$ cat config.mk
export PLATFORM = sky130hd
export DESIGN_NAME = hash_des_stream
export DESIGN_NICKNAME = d
export VERILOG_FILES = /design/src/rtl/hash_des_pkg.sv /design/src/rtl/hash_des_round.sv /design/src/rtl/hash_des_stream.sv
export SDC_FILE = /design/constraint.sdc
export NUM_CORES = 1
export LEC_CHECK = 0
export CORE_MARGIN = 1
export CORE_UTILIZATION = 55
export CTS_BUF_LIST = sky130_fd_sc_hd__clkbuf_16
export DETAILED_ROUTE_END_ITERATION = 12
export PLACE_DENSITY = 0.78
export SLEW_MARGIN = 10
export SYNTH_ARGS = -nofsm -noshare
export SYNTH_HDL_FRONTEND = slang
export SYNTH_HIERARCHICAL = 1
export SYNTH_SLANG_ARGS = --single-unit
$ cat constraint.sdc
create_clock -name clk -period 7.56 [get_ports clk]
set_input_delay 0.756 -clock clk [delete_from_list [all_inputs] [get_ports clk]]
set_output_delay 0.756 -clock clk [all_outputs]
set_load 0.02 [all_outputs]
$ cat src/rtl/hash_des_pkg.sv
// hash_des_pkg: shared types and constants for the streaming DES-style hash.
//   nib_t   - 4-bit nibble
//   SBOX    - PRESENT 4-bit substitution box
//   IV8     - 8-entry initial-value pattern, h0 first; repeated for wider digests
//   state_t - control FSM states
package hash_des_pkg;

  typedef logic [3:0] nib_t;

  localparam nib_t SBOX [16] = '{
    4'hC, 4'h5, 4'h6, 4'hB, 4'h9, 4'h0, 4'hA, 4'hD,
    4'h3, 4'hE, 4'hF, 4'h8, 4'h4, 4'h7, 4'h1, 4'h2
  };

  localparam nib_t IV8 [8] = '{
    4'h4, 4'hB, 4'h7, 4'h1, 4'hD, 4'hF, 4'h0, 4'h3
  };

  typedef enum logic [1:0] {IDLE, ABSORB, ROUND, FINAL} state_t;

  function automatic nib_t sbox(input nib_t x);
    return SBOX[x];
  endfunction

endpackage

$ cat src/rtl/hash_des_round.sv
// hash_des_round: one combinational substitution round.
//   h      - current state, nibble i at h[4i+3:4i]
//   m4     - compressed message nibble
//   j      - round index
//   h_next - S[h[(i+1) mod N_NIB] ^ m4 ^ j] for every nibble i
module hash_des_round
  import hash_des_pkg::*;
#(
  parameter int N_NIB = 8
) (
  input  logic [4*N_NIB-1:0] h,
  input  logic [3:0]         m4,
  input  logic [3:0]         j,
  output logic [4*N_NIB-1:0] h_next
);

  always_comb begin
    h_next = '0;
    for (int unsigned i = 0; i < N_NIB; i++) begin
      h_next[4*i +: 4] = sbox(h[4*((i + 1) % N_NIB) +: 4] ^ m4 ^ j);
    end
  end

endmodule

$ cat src/rtl/hash_des_stream.sv
// hash_des_stream: streaming nibble-substitution hash with length finalisation.
// Optional feature macro: HASH_LEN_CHECK_EN (adds in_last / len_err).
// Ports:
//   clk, rst          - clock, synchronous active-high reset
//   start, msg_len    - begin a message of msg_len bytes (only when !busy)
//   in_valid/in_ready - byte handshake; in_ready is registered
//   in_byte           - message byte
//   busy              - accepted start until digest published
//   digest_valid      - level, digest holds final value
//   digest            - {h[N_NIB-1], ..., h[0]}
//   in_last, len_err  - (HASH_LEN_CHECK_EN) end marker and sticky mismatch flag
module hash_des_stream
  import hash_des_pkg::*;
#(
  parameter int N_NIB  = 8,
  parameter int ROUNDS = 4,
  parameter int LEN_W  = 64
) (
  input  logic               clk,
  input  logic               rst,
  input  logic               start,
  input  logic [LEN_W-1:0]   msg_len,
  input  logic               in_valid,
  output logic               in_ready,
  input  logic [7:0]         in_byte,
  output logic               busy,
  output logic               digest_valid,
  output logic [4*N_NIB-1:0] digest
`ifdef HASH_LEN_CHECK_EN
  ,
  input  logic               in_last,
  output logic               len_err
`endif
);

  localparam int          DW       = 4 * N_NIB;
  localparam int          PADW     = (DW > LEN_W) ? DW : LEN_W;
  localparam int          FULL_NIB = LEN_W / 4;
  localparam logic [3:0]  RND_LAST = 4'(ROUNDS - 1);

  state_t           state, state_n;
  logic [DW-1:0]    h, h_n, h_round, h_fin, h_iv;
  logic [LEN_W-1:0] cnt, cnt_n, cnt_inc, len_q, len_n;
  logic [3:0]       m4, m4_n, rnd, rnd_n;
  logic             pub, pub_n;
  logic             rdy_n, busy_n, dv_n;
  logic [DW-1:0]    dg_n;
  logic [PADW-1:0]  len_pad;
`ifdef HASH_LEN_CHECK_EN
  logic             err_n;
`endif

  hash_des_round #(.N_NIB(N_NIB)) u_round (
    .h      (h),
    .m4     (m4),
    .j      (rnd),
    .h_next (h_round)
  );

  assign cnt_inc = cnt + LEN_W'(1);

  // Finalisation only mixes whole nibbles of len; a trailing partial nibble
  // and positions beyond LEN_W contribute zero.
  always_comb begin
    len_pad = '0;
    len_pad[LEN_W-1:0] = len_q;
    h_fin = '0;
    h_iv  = '0;
    for (int unsigned i = 0; i < N_NIB; i++) begin
      h_iv[4*i +: 4]  = IV8[i % 8];
      h_fin[4*i +: 4] = sbox(h[4*i +: 4] ^
                             ((i < FULL_NIB) ? len_pad[4*i +: 4] : 4'h0));
    end
  end

  // The finalised state is copied to digest one cycle after FINAL, so busy
  // stays high through that publish cycle and start cannot slip in between.
  always_comb begin
    state_n = state;
    h_n     = h;
    cnt_n   = cnt;
    len_n   = len_q;
    m4_n    = m4;
    rnd_n   = rnd;
    pub_n   = pub;
    rdy_n   = 1'b0;
    busy_n  = busy;
    dg_n    = digest;
    dv_n    = digest_valid;
`ifdef HASH_LEN_CHECK_EN
    err_n   = len_err;
`endif
    unique case (state)
      IDLE: begin
        if (pub) begin
          dg_n   = h;
          dv_n   = 1'b1;
          busy_n = 1'b0;
          pub_n  = 1'b0;
        end else if (start && !busy) begin
          h_n    = h_iv;
          cnt_n  = '0;
          len_n  = msg_len;
          dv_n   = 1'b0;
          busy_n = 1'b1;
`ifdef HASH_LEN_CHECK_EN
          err_n  = 1'b0;
`endif
          if (msg_len == '0) begin
            state_n = FINAL;
          end else begin
            state_n = ABSORB;
            rdy_n   = 1'b1;
          end
        end
      end
      ABSORB: begin
        rdy_n = 1'b1;
        if (in_valid) begin
          m4_n    = in_byte[7:4] ^ in_byte[3:0];
          rnd_n   = '0;
          state_n = ROUND;
          rdy_n   = 1'b0;
`ifdef HASH_LEN_CHECK_EN
          if (in_last != (cnt == len_q - LEN_W'(1))) err_n = 1'b1;
`endif
        end
      end
      ROUND: begin
        h_n   = h_round;
        rnd_n = rnd + 4'd1;
        if (rnd == RND_LAST) begin
          cnt_n = cnt_inc;
          if (cnt_inc == len_q) begin
            state_n = FINAL;
          end else begin
            state_n = ABSORB;
            rdy_n   = 1'b1;
          end
        end
      end
      FINAL: begin
        h_n     = h_fin;
        pub_n   = 1'b1;
        state_n = IDLE;
      end
      default: state_n = IDLE;
    endcase
  end

  always_ff @(posedge clk) begin
    if (rst) begin
      state        <= IDLE;
      h            <= '0;
      cnt          <= '0;
      len_q        <= '0;
      m4           <= '0;
      rnd          <= '0;
      pub          <= 1'b0;
      in_ready     <= 1'b0;
      busy         <= 1'b0;
      digest       <= '0;
      digest_valid <= 1'b0;
`ifdef HASH_LEN_CHECK_EN
      len_err      <= 1'b0;
`endif
    end else begin
      state        <= state_n;
      h            <= h_n;
      cnt          <= cnt_n;
      len_q        <= len_n;
      m4           <= m4_n;
      rnd          <= rnd_n;
      pub          <= pub_n;
      in_ready     <= rdy_n;
      busy         <= busy_n;
      digest       <= dg_n;
      digest_valid <= dv_n;
`ifdef HASH_LEN_CHECK_EN
      len_err      <= err_n;
`endif
    end
  end

endmodule

==> Yosys cells after proc, flatten, opt, wreduce, memory -nomap -nowiden <==
Memories as Yosys holds them, arrays and structs flattened.
Cells that the tools add are included.
{ "totals": {"register_bits": 206, "rom_bits": 1024, "output_inout_bits": 35, "mem_count": 16} }
{ "memory_table": {"columns": ["memory", "words", "word_bits", "read_ports", "rd_ports_with_merged_regs", "wr", "line", "rtl"], "rows": [
  ["(name not given)", 16, 4, 1, 0, 0, "hash_des_pkg.sv:22", "return SBOX[x];"],
  ["(name not given)", 16, 4, 1, 0, 0, "hash_des_pkg.sv:22", null],
  ["(name not given)", 16, 4, 1, 0, 0, "hash_des_pkg.sv:22", null],
  ["(name not given)", 16, 4, 1, 0, 0, "hash_des_pkg.sv:22", null],
  ["(name not given)", 16, 4, 1, 0, 0, "hash_des_pkg.sv:22", null],
  ["(name not given)", 16, 4, 1, 0, 0, "hash_des_pkg.sv:22", null],
  ["10 more memories", null, null, null, null, null, null, null]
]} }
{ "op_classes": {"add_sub_neg": 2, "order_cmp": 16, "n_eq_ne": 9, "mux": 60, "n_bitwise": 42, "n_reduce_logical": 17} }
{ "ops": {"columns": ["operator", "n"], "rows": [
  ["64-bit 2-to-1 mux", 3],
  ["4-bit 2-to-1 mux", 33],
  ["64-bit case mux with 2 select lines", 1],
  ["4-bit XOR", 25],
  ["32-bit case mux with 3 select lines", 1],
  ["5-bit greater-or-equal comparator, second input constant", 16],
  ["4-bit NOT with 5-bit output", 16],
  ["64-bit by 1-bit adder with 64-bit output, second input constant", 1],
  ["64-bit == test", 1],
  ["64-bit logical NOT", 1],
  ["32-bit 2-to-1 mux", 2],
  ["2-bit 2-to-1 mux", 6],
  ["1-bit 2-to-1 mux", 10],
  ["2-bit != test, second input constant", 4],
  ["2-bit case mux with 4 select lines", 1],
  ["4-bit case mux with 2 select lines", 1],
  ["2-bit AND reduction", 4],
  ["4-bit AND reduction", 2],
  ["2-bit nonzero test", 4],
  ["3-bit AND reduction", 2],
  ["4-bit by 1-bit adder with 4-bit output, second input constant", 1],
  ["2-bit == test, second input constant", 2],
  ["4-bit by 2-bit == test with 1-bit output, second input constant", 1],
  ["1-bit case mux with 3 select lines", 1],
  ["other kinds (7)", 7]
]} }

==> Logic depth before layout (Yosys ltp) <==
{ "depth": {"word_depth": 7, "depth_mapped": 12, "mapped_depth_nobuf": 9} }

==> By module <==
The synthesis kept the hierarchy.
{ "modules_own_cells": {"columns": ["module", "n_inst", "cells_each", "area_each_um2", "seq_area_each_um2"], "rows": [
  ["hash_des_stream", 1, 1625, 12555.8, 4124.0],
  ["hash_des_round", 1, 213, 1846.8, 0.0]
]} }

==> Worst setup path before layout <==
Ideal clock, no wire load.
{ "synth_path": {"kind": "reg2reg", "startpoint": "register cnt[0]", "endpoint": "register in_ready", "setup_time_ns": 0.135, "arrival_time_ns": 2.785, "required_time_ns": 7.425, "setup_slack_ns": 4.640, "stages_incl_launch_ff": 10, "period_less_slack_ns": 2.920, "cell_sequence": "dfxtp_1 -> ha_1 -> nand3_1 -> or4_4 -> or4_1 -> a211oi_2 -> nand4_1 -> a2111oi_2 -> and4_1 -> a2111oi_2"} }
{ "synth_via": {"elab_chain_cells": 5} }
{ "synth_rtl": {"columns": ["item", "line", "rtl"], "rows": [
  ["from (decl)", "hash_des_stream.sv:43", "logic [LEN_W-1:0] cnt, cnt_n, cnt_inc, len_q, len_n;"],
  ["from (signal assigned)", "hash_des_stream.sv:170", "cnt <= cnt_n;"],
  ["64-bit by 1-bit adder with 64-bit output", "hash_des_stream.sv:60", "assign cnt_inc = cnt + LEN_W'(1);"],
  ["64-bit == test", "hash_des_stream.sv:134", "if (cnt_inc == len_q) begin"],
  ["1-bit 2-to-1 mux", "hash_des_stream.sv:134", null],
  ["1-bit 2-to-1 mux", "hash_des_stream.sv:132", "if (rnd == RND_LAST) begin"],
  ["1-bit case mux with 3 select lines", "hash_des_stream.sv:93", "unique case (state)"],
  ["to (signal assigned)", "hash_des_stream.sv:175", "in_ready <= rdy_n;"],
  ["to (decl)", "hash_des_stream.sv:24", "output logic in_ready,"]
]} }
Every way passes these cells.
A chain may end at the register's enable or synchronous reset.

==> Final worst setup path <==
{ "layout_path": {"startpoint": "input msg_len[15]", "endpoint": "register in_ready"} }
{ "layout_via": {"elab_chain_cells": 5} }
{ "layout_rtl": {"columns": ["item", "line", "rtl"], "rows": [
  ["from (decl)", "hash_des_stream.sv:22", "input logic [LEN_W-1:0] msg_len,"],
  ["64-bit logical NOT", "hash_des_stream.sv:109", "if (msg_len == '0) begin"],
  ["1-bit 2-to-1 mux", "hash_des_stream.sv:109", null],
  ["1-bit 2-to-1 mux", "hash_des_stream.sv:100", "end else if (start && !busy) begin"],
  ["1-bit 2-to-1 mux", "hash_des_stream.sv:95", "if (pub) begin"],
  ["1-bit case mux with 3 select lines", "hash_des_stream.sv:93", null]
]} }
Every way passes these cells.

==> flow_metrics.env <==
export IMPL_status="finished clean"
export IMPL_worstSkewPairLatency_ns=0.54
export IMPL_cap_violations=0
export IMPL_fmax_mhz=249
export IMPL_worst_pin_slew_ns=1.11
export IMPL_skew_ns=0.0137
export IMPL_critPathMaxFanout=2
export IMPL_clock_root_buffer="clkbuf_16"
export IMPL_num_nets_final=1995
export IMPL_setup_tns_ns=0
export IMPL_drc=0
export IMPL_synth_seq_area_share=0.286
export IMPL_post_cts_buffers=0
export IMPL_final_util=0.644
export IMPL_die_y_um=164
export IMPL_grt_pass1_wl_mm=69.9
export IMPL_hp_class="flop to flop"
export IMPL_rows=58
export IMPL_path_common_cell="nor4_1"
export IMPL_io_buffers=110
export IMPL_grt_pass1_vias=12707
export IMPL_vias_per_cell=6.35
export IMPL_hold_viol=0
export IMPL_drive_gt1_frac=0.0553
export IMPL_rsz0062_at_grt="false"
export IMPL_yosysTopAreaCell="dfxtp_1"
export IMPL_post_cts_resized=0
export IMPL_grt_use_total=0.333
export IMPL_r2r_start="cnt[0]$_SDFFE_PP0P_"
export IMPL_netlist_cell_type_count=74
export IMPL_postSynth_asyncResetShare=0
export IMPL_area_growth_pct=13.5
export IMPL_crit_path_start_kind="input port"
export IMPL_cp_startpoint="msg_len[15]"
export IMPL_diodes=0
export IMPL_slew_headroom=0.257
export IMPL_avgSynthCellArea_um2=7.84
export IMPL_core_um2=25400
export IMPL_crit_arrival_ns=4.39
export IMPL_synth_most_common_cell="nand2_1"
export IMPL_synth_edff_count=0
export IMPL_initial_core_util=0.567
export IMPL_leakagePower_nw=5.77
export IMPL_dieArea_um2=26800
export IMPL_htreeDepth=1
export IMPL_dp_hpwl_mm=32.6
export IMPL_detail_route_antenna_nets=0
export IMPL_firstDrtPassIters=7
export IMPL_fin_crit_sh=0.531
export IMPL_antenna_found_initial=0
export IMPL_synth_common_cells="nand2_1 (293), a21oi_1 (214), dfxtp_1 (206)"
export IMPL_cts_tree="yes"
export IMPL_clkSlewWorstSetupHoldPaths_ns=0.07
export IMPL_die_x_um=164
export IMPL_wl_per_cell_um=20.3
export IMPL_vdd_drop_max_uv=226
export IMPL_critPathCaptureType="flop"
export IMPL_syn_inst=1838
export IMPL_ys_flop_type="dfxtp_1"
export IMPL_min_from="digest[11]$_SDFFE_PP0P_"
export IMPL_grt_max_degree=131
export IMPL_critPathKind="input port to flop"
export IMPL_yosysWarnings=6
export IMPL_synth_area_um2=14400
export IMPL_ys_seq_elements=206
export IMPL_finalWirelength_mm=45.0
export IMPL_num_vias=14044
export IMPL_setup_violations=0
export IMPL_cts_buffers=25
export IMPL_syn_num_nets=1970
export IMPL_cts_sinks=206
export IMPL_grt_overflow=0
export IMPL_boundaryPins=111
export IMPL_crit_path_top_delay_cell="nor4_1"
export IMPL_total_power_mw=6.05
export IMPL_cts_hold_buf=0
export IMPL_yosys_top_cells_area="dfxtp_1 (29%), nand2_1 (7.6%), a21oi_1 (7.4%)"
export IMPL_yosys_area_top_type_share=0.286
export IMPL_routabilityCongestion=1.01
export IMPL_drv_slew=0
export IMPL_drtIter0Drc=1583
export IMPL_min_period_ns=4.01
export IMPL_max_stage_delay_ns=0.87
export IMPL_p_per_area_nw_per_um2=370
export IMPL_cp_required_ns=7.94
export IMPL_cts_max_path_buffers=3
export IMPL_path_cells="clkdlybuf4s50_1 > nor4_1 > nand4_1 > nor4_1 > o21ai_0 > nor4_1 > a2111oi_2"
## stage by stage
| stage | instances | hold WS [ns] | setup slack, ns | instance area [um2] |
|---|---|---|---|---|
| after global placement | 2166 | 0.443 | 3.39 | 15500 |
| after global routing | 2211 | 0.470 | 3.55 | 16300 |
| after floorplan | 1838 | 0.448 | 4.64 | 14400 |
| after CTS | 2211 | 0.454 | 3.81 | 16300 |
| final | 2211 | 0.453 | 3.55 | 16300 |
| after detailed placement | 2166 | 0.446 | 3.33 | 15500 |
## final timing paths
path / end / slack, ns / cells past startpoint
worst max-delay path: in_ready$_SDFF_PP0_ / 3.55 / 7
worst min-delay path: digest[11]$_SDFFE_PP0P_ / 0.45 / 2
worst max register to register: in_ready$_SDFF_PP0_ / 3.74 / 9
worst min register to register: digest[11]$_SDFFE_PP0P_ / 0.45 / 2
## routing by layer
layer  GRT usage  vias up  part of all wire
met4       0.108        0             0.032
met1       0.455     6596              0.42
met3      0.0535      105             0.097
met2       0.535      721              0.45
met5           0        -                 0
li1            -     6622                 -
## power by group
group	switching (mW)	internal [mW]
logic	1.87	1.38
clock network	0.498	0.741
registers	0.299	1.26
total	2.66	3.38
## critical path: cells and delay by family
kind	cells	cell delay, ns
and+or+nand+nor	4	2.65
AOI/OAI and AO/OA	2	0.51
buffers and inverters	1	0.46
## cell usage in the layout, fill, tap and decap left out, types with 4 or more instances in the layout
| cell type | Yosys | layout |
|---|---|---|
| xnor2_1 | 104 | 104 |
| nand2b_1 | 15 | 15 |
| clkinv_2 | 0 | 4 |
| nor3b_1 | 5 | 5 |
| or3_1 | 36 | 36 |
| mux4_2 | 16 | 16 |
| dfxtp_1 | 206 | 206 |
| nor4_2 | 7 | 7 |
| a211oi_1 | 32 | 32 |
| mux2i_1 | 20 | 20 |
| and4_1 | 12 | 12 |
| xnor3_1 | 7 | 7 |
| a31oi_1 | 11 | 11 |
| nor2_1 | 124 | 124 |
| nand3b_1 | 7 | 7 |
| nand3_1 | 41 | 41 |
| nor4_1 | 45 | 45 |
| a22oi_1 | 22 | 22 |
| ha_1 | 56 | 56 |
| clkinvlp_4 | 0 | 4 |
| o211ai_1 | 6 | 6 |
| o21ai_0 | 64 | 64 |
| clkdlybuf4s50_1 | 0 | 109 |
| or4_1 | 22 | 22 |
| a221oi_1 | 18 | 18 |
| and3_1 | 16 | 16 |
| bufinv_16 | 0 | 4 |
| xor2_1 | 56 | 56 |
| and2_1 | 14 | 12 |
| buf_4 | 2 | 12 |
| inv_1 | 53 | 55 |
| nand4_1 | 49 | 49 |
| a311oi_1 | 6 | 6 |
| clkbuf_16 | 0 | 25 |
| nor3_1 | 54 | 54 |
| xor3_1 | 13 | 13 |
| nand2_1 | 293 | 291 |
| a21oi_1 | 214 | 214 |
| o22ai_1 | 7 | 7 |
| o31ai_1 | 11 | 11 |
## state kept, by name (all words and copies together) (netlist names)
| signal | cells |
|---|---|
| busy | 1 |
| rnd | 4 |
| h | 32 |
| digest | 32 |
| cnt | 64 |
| len_pad | 64 |
| pub | 1 |
| digest_valid | 1 |
| state | 2 |
| in_ready | 1 |
| m4 | 4 |
## logic make-up after synthesis
group / synth area share
simple gates: 0.261
compound gates: 0.170
flops: 0.286
xor+xnor: 0.141
buf+inv: 0.0498
fa+ha+maj: 0.0486
mux: 0.0431
## area by class of cell
cell class | instances | area (um2)
sequential | 206 | 4120
timing repair buffer | 122 | 1190
inverter | 54 | 203
clock buffer | 25 | 626
multi-input combinational | 1454 | 9580
tap | 330 | 413
fill | 2210 | 9050
clock inverter | 20 | 215
No activity file was read; power rests on OpenSTA's default activity.
